[config.mk]
export PLATFORM = sky130hd
export DESIGN_NAME = cpu_mem_arbiter
export DESIGN_NICKNAME = d
export VERILOG_FILES = /design/src/rtl/cpu_mem_arbiter_pkg.sv /design/src/rtl/cpu_mem_arbiter_resp_buf.sv /design/src/rtl/cpu_mem_arbiter.sv
export SDC_FILE = /design/constraint.sdc
export NUM_CORES = 1
export LEC_CHECK = 0
export CORE_ASPECT_RATIO = 1.25
export CORE_MARGIN = 1.5
export CORE_UTILIZATION = 35
export DETAILED_ROUTE_END_ITERATION = 6
export PLACE_DENSITY = 0.78
export SYNTH_ARGS = -nofsm -noshare
export SYNTH_HDL_FRONTEND = slang
export SYNTH_SLANG_ARGS = --single-unit
[constraint.sdc]
create_clock -name clk -period 1.64 [get_ports clk]
set_input_delay 0.328 -clock clk [delete_from_list [all_inputs] [get_ports clk]]
set_output_delay 0.328 -clock clk [all_outputs]
set_load 0.01 [all_outputs]
[src/rtl/cpu_mem_arbiter_pkg.sv]
// cpu_mem_arbiter_pkg: shared types for the unified memory-port arbiter
package cpu_mem_arbiter_pkg;
  typedef logic [15:0] lc3b_word;
  typedef enum logic [1:0] {IDLE, INST, DATA} lc3b_arb_state;
  typedef enum logic {ARB_INST, ARB_DATA} lc3b_arb_side;
endpackage

[src/rtl/cpu_mem_arbiter_resp_buf.sv]
// arb_resp_buf: held completion flag and data buffer for one side; set beats clear
module arb_resp_buf #(
  parameter int W = 16
) (
  input  logic         clk,
  input  logic         rst_n,
  input  logic         set,
  input  logic         load,
  input  logic         clr,
  input  logic [W-1:0] din,
  output logic         done,
  output logic [W-1:0] dout
);
  // flag holds until consumed; data only replaced by loads, not stores
  always_ff @(posedge clk or negedge rst_n) begin
    if (!rst_n) begin
      done <= 1'b0;
      dout <= '0;
    end else begin
      done <= set | (done & ~clr);
      if (set & load) dout <= din;
    end
  end
endmodule

[src/rtl/cpu_mem_arbiter.sv]
// cpu_mem_arbiter: serialises inst/data ports onto one memory port; ARB_RR_EN selects round-robin
module cpu_mem_arbiter
  import cpu_mem_arbiter_pkg::*;
#(
  parameter int ADDR_WIDTH = 16,
  parameter int DATA_WIDTH = 16
) (
  input  logic                    clk,
  input  logic                    rst_n,
  input  logic                    advance,
  input  logic                    inst_req,
  input  logic [ADDR_WIDTH-1:0]   inst_addr,
  output logic [DATA_WIDTH-1:0]   inst_rdata,
  output logic                    inst_resp,
  input  logic                    data_req,
  input  logic                    data_we,
  input  logic [ADDR_WIDTH-1:0]   data_addr,
  input  logic [DATA_WIDTH-1:0]   data_wdata,
  input  logic [DATA_WIDTH/8-1:0] data_be,
  output logic [DATA_WIDTH-1:0]   data_rdata,
  output logic                    data_resp,
  output logic                    mem_read,
  output logic                    mem_write,
  output logic [ADDR_WIDTH-1:0]   mem_addr,
  output logic [DATA_WIDTH-1:0]   mem_wdata,
  output logic [DATA_WIDTH/8-1:0] mem_be,
  input  logic [DATA_WIDTH-1:0]   mem_rdata,
  input  logic                    mem_resp
);
  lc3b_arb_state state, state_n;
  logic inst_done, data_done, inst_pend, data_pend, pick_data;
  logic grant, grant_data, fin;
  assign inst_pend = inst_req & ~inst_done;
  assign data_pend = data_req & ~data_done;
`ifdef ARB_RR_EN
  lc3b_arb_side last_g;
  assign pick_data = data_pend & (~inst_pend | (last_g == ARB_INST));
  // remember the most recently granted side, including chained grants
  always_ff @(posedge clk or negedge rst_n) begin
    if (!rst_n) last_g <= ARB_DATA;
    else if (grant) last_g <= grant_data ? ARB_DATA : ARB_INST;
  end
`else
  assign pick_data = data_pend;
`endif
  // grant decision and next state; a completing side hands off directly to a pending peer
  always_comb begin
    fin        = (state != IDLE) & mem_resp;
    grant      = ((state == IDLE) & (inst_pend | data_pend)) |
                 ((state == INST) & mem_resp & data_pend) |
                 ((state == DATA) & mem_resp & inst_pend);
    grant_data = (state == IDLE) ? pick_data : (state == INST);
    state_n    = grant ? (grant_data ? DATA : INST) : fin ? IDLE : state;
  end
  // state register
  always_ff @(posedge clk or negedge rst_n) begin
    if (!rst_n) state <= IDLE;
    else state <= state_n;
  end
  // memory port registers: captured on grant, frozen until completion
  always_ff @(posedge clk or negedge rst_n) begin
    if (!rst_n) begin
      mem_read  <= 1'b0;
      mem_write <= 1'b0;
      mem_addr  <= '0;
      mem_wdata <= '0;
      mem_be    <= '0;
    end else if (grant) begin
      mem_read  <= ~(grant_data & data_we);
      mem_write <= grant_data & data_we;
      mem_addr  <= grant_data ? data_addr : inst_addr;
      mem_wdata <= grant_data ? data_wdata : '0;
      mem_be    <= grant_data ? data_be : '1;
    end else if (fin) begin
      mem_read  <= 1'b0;
      mem_write <= 1'b0;
    end
  end
  arb_resp_buf #(.W(DATA_WIDTH)) u_inst_buf (
    .clk(clk), .rst_n(rst_n),
    .set((state == INST) & mem_resp), .load(1'b1), .clr(advance | ~inst_req),
    .din(mem_rdata), .done(inst_done), .dout(inst_rdata)
  );
  arb_resp_buf #(.W(DATA_WIDTH)) u_data_buf (
    .clk(clk), .rst_n(rst_n),
    .set((state == DATA) & mem_resp), .load(~mem_write), .clr(advance | ~data_req),
    .din(mem_rdata), .done(data_done), .dout(data_rdata)
  );
  assign inst_resp = inst_done;
  assign data_resp = data_done;
endmodule
==> results of run 1 <==
## power groups by stage
stage | registers, W | clock network [W] | logic (W)
final | 0.00316 | 0.00171 | 0.00524
after global routing | 0.00328 | 0.00184 | 0.00560
after CTS | 0.00318 | 0.00177 | 0.00519
after detailed placement | 0.00320 | 0 | 0.00486
after global placement | 0.00316 | 0 | 0.00475
after floorplan | 0.00356 | 0 | 0.00191
## worst max-delay path, cell delays in order, from the launching register on
cell      delay (ns)
dfrtp_1         0.38
nand2b_4        0.15
or3_4           0.44
nand2_8         0.11
buf_12          0.11
mux2_2          0.31
## per-stage QoR
stage	setup TNS, ns	power (W)	setup WS, ns
2_1_floorplan	-0.00995	0.00547	-0.00142
3_3_place_gp	-17.53	0.00791	-0.428
3_5_place_dp	-19.18	0.00806	-0.469
4_1_cts	0	0.0101	0.00828
5_1_grt	-0.178	0.0107	-0.0265
6_report	0	0.0101	0.0255
## sequential cells by signal (all words and copies together), names as in the netlist
name / flops
u_inst_buf.done: 1
mem_read: 1
u_inst_buf.dout: 16
state: 2
mem_be: 2
u_data_buf.done: 1
mem_addr: 16
u_data_buf.dout: 16
mem_write: 1
mem_wdata: 16
## final timing paths
kind	from	endpoint	slack, ns	depth (start not counted)
max in group asynchronous	rst_n	u_inst_buf.dout[8]	0.63	3
setup reg to reg	u_data_buf.done	mem_addr[6]	0.03	5
setup / recovery	u_data_buf.done	mem_addr[6]	0.03	5
hold reg to reg	mem_addr[7]	mem_addr[7]	0.49	1
hold / removal	data_req	u_data_buf.done	0.43	3
min in group asynchronous	rst_n	mem_addr[4]	0.46	2
## repair_timing
item	CTS	global route
endpoints found under the setup margin	35	17
cloned	1	1
resized for setup	14	11
hold buffers	1	0
buffers inserted	5	1
pin swaps	3	0
endpoints found under the hold margin	34	0
## synthesized netlist by cell type (2+ instances only)
| library cell | instances | area (um2) |
|---|---|---|
| buf_4 | 2 | 15.0 |
| buf_6 | 3 | 33.8 |
| mux2_1 | 2 | 22.5 |
| dfrtp_1 | 72 | 1800 |
| mux2_2 | 56 | 631 |
| nand2_1 | 21 | 78.8 |
| inv_1 | 18 | 67.6 |
| nor2_1 | 3 | 11.3 |
| mux2_4 | 7 | 105 |
| o21ai_0 | 3 | 15.0 |
| a21o_1 | 2 | 15.0 |
| buf_2 | 3 | 15.0 |
| nand3_1 | 2 | 10.0 |
| mux2i_1 | 19 | 190 |
## per-layer routing
layer	vias to the layer above	track usage (%)	part of all wire [%]
met5	-	0	0
met4	0	5.88	1.1
met3	7	4.89	6.0
met2	73	30.0	53
met1	1169	19.7	40
li1	1095	-	-
## final cells by class
type	count	area share, %
Tap cell	120	2.87
Inverter	19	1.36
Clock inverter	6	2.22
Multi-Input combinational cell	125	23.6
Clock buffer	10	2.44
Sequential cell	72	34.4
Timing Repair Buffer	169	33.1
## logic make-up after synthesis
logic type	after synthesis	share of synthesized area, %
AND/OR/NAND/NOR	34	5.32
flip-flops	72	58.4
multiplexers	84	30.8
buffers and inverters	27	4.38
AO/OA/AOI/OAI	6	1.14
==> metrics.txt, run 1 <==
status=completed; Final Non-Filler Cells=521; Die Wd=87.0 um; period utilization=98.4%; sequential area share after synthesis=58.4%; layout cell share with drive strength beyond 1=28.7%; Internal=0.00697 W; final core utilization=60.9%; #FFs+latches synth=72; DP HPWL=5480 um; Vias=2344; Rel. slew slack=68.5%; leading cell type in the layout, fill and taps excluded=clkdlybuf4s50_1; Yosys Warn Count=0; initial antenna violation count=0; ys flop type=dfrtp_1; WP data required=1.87 ns; FILL cells=691; DRC marker count from the first detailed-route iteration=50; full die area=0.00939 mm2; synthesized netlist cell count=223; f_max=619 MHz; Synth Cell Area=0.00308 mm2; Period minus WS final=1.61 ns; Worst Setup End Kind=flop; CTS tree=built; RSZ-0062 raised after global routing=yes; die height=108 um; area of the multi-input gates=0.00123 mm2; Starting Density=35.8%; Total Routing Usage GR=17.1%; CTS Buffer Depth=2; commonest cells after routing, fill and taps aside=clkdlybuf4s50_1, dfrtp_1, mux2_2; synthesized net count=296; Ports=143; Max VDD drop=1260 uV; wire per inst=14.9 um; Gate power share=51.8%; Port Buf Inserts=142; Post-DRT Antenna Nets=0; pin count of the biggest net entering global routing=37; final instance area=0.00524 mm2; Num CTS Buffers=9; Avg Inst Size Synth=13.8 um2; CP startpoint kind=flop; CTS root buf=clkbuf_8; Final Max Slew Viols=0; vias per inst=4.50; Area Growth Syn to Fin=69.8%; core area=0.00861 mm2; WHS=0.428 ns; max-cap viol count=0; worst-path fanout max=3; clock latency on the worst-skew pair=0.35 ns; part of the power in registers=31.2%; first-pass GRT wire length=12200 um; worst hold path class=in -> reg; H-tree Lvls=3; total leakage power=2.36 nW; Rows=38; WL final=7750 um; gpl congestion=0.741; net switching power=0.00315 W; Antenna Diode Count=0; PD cells=1930 mW/mm2; grt ovf=0; DP Cell Count=496; drt pass-1 iters=2; # clock sinks=72; worst slew pin tran=0.472 ns; crit path kind=reg -> reg; final setup fails=0; Switching Share=31.1%; Cell variety after synth=24; register area=0.00180 mm2; Final Hold Fails=0; Layout Skew=0.0177 ns; fin nets=469; async set-or-reset flop fraction in the synthesized netlist=100%; clock slew at reported path FFs=0.07 ns; vias in the first global route=2529; Post-synth EDFFs=0; Clock Power Share=16.9%; DRC viols=0; Placed Instance Area=0.00479 mm2; crit path DAT=1.84 ns
Power figures use the tool's default switching activity.
==> run 2, diff against run 1 <==
--- a/config.mk
+++ b/config.mk
@@ -10,6 +10,7 @@
 export CORE_UTILIZATION = 35
 export DETAILED_ROUTE_END_ITERATION = 6
 export PLACE_DENSITY = 0.78
+export SLEW_MARGIN = 30
 export SYNTH_ARGS = -nofsm -noshare
 export SYNTH_HDL_FRONTEND = slang
 export SYNTH_SLANG_ARGS = --single-unit
==> results of run 2 <==
The final DEF is identical to that of run 1; final timing and power are the same.
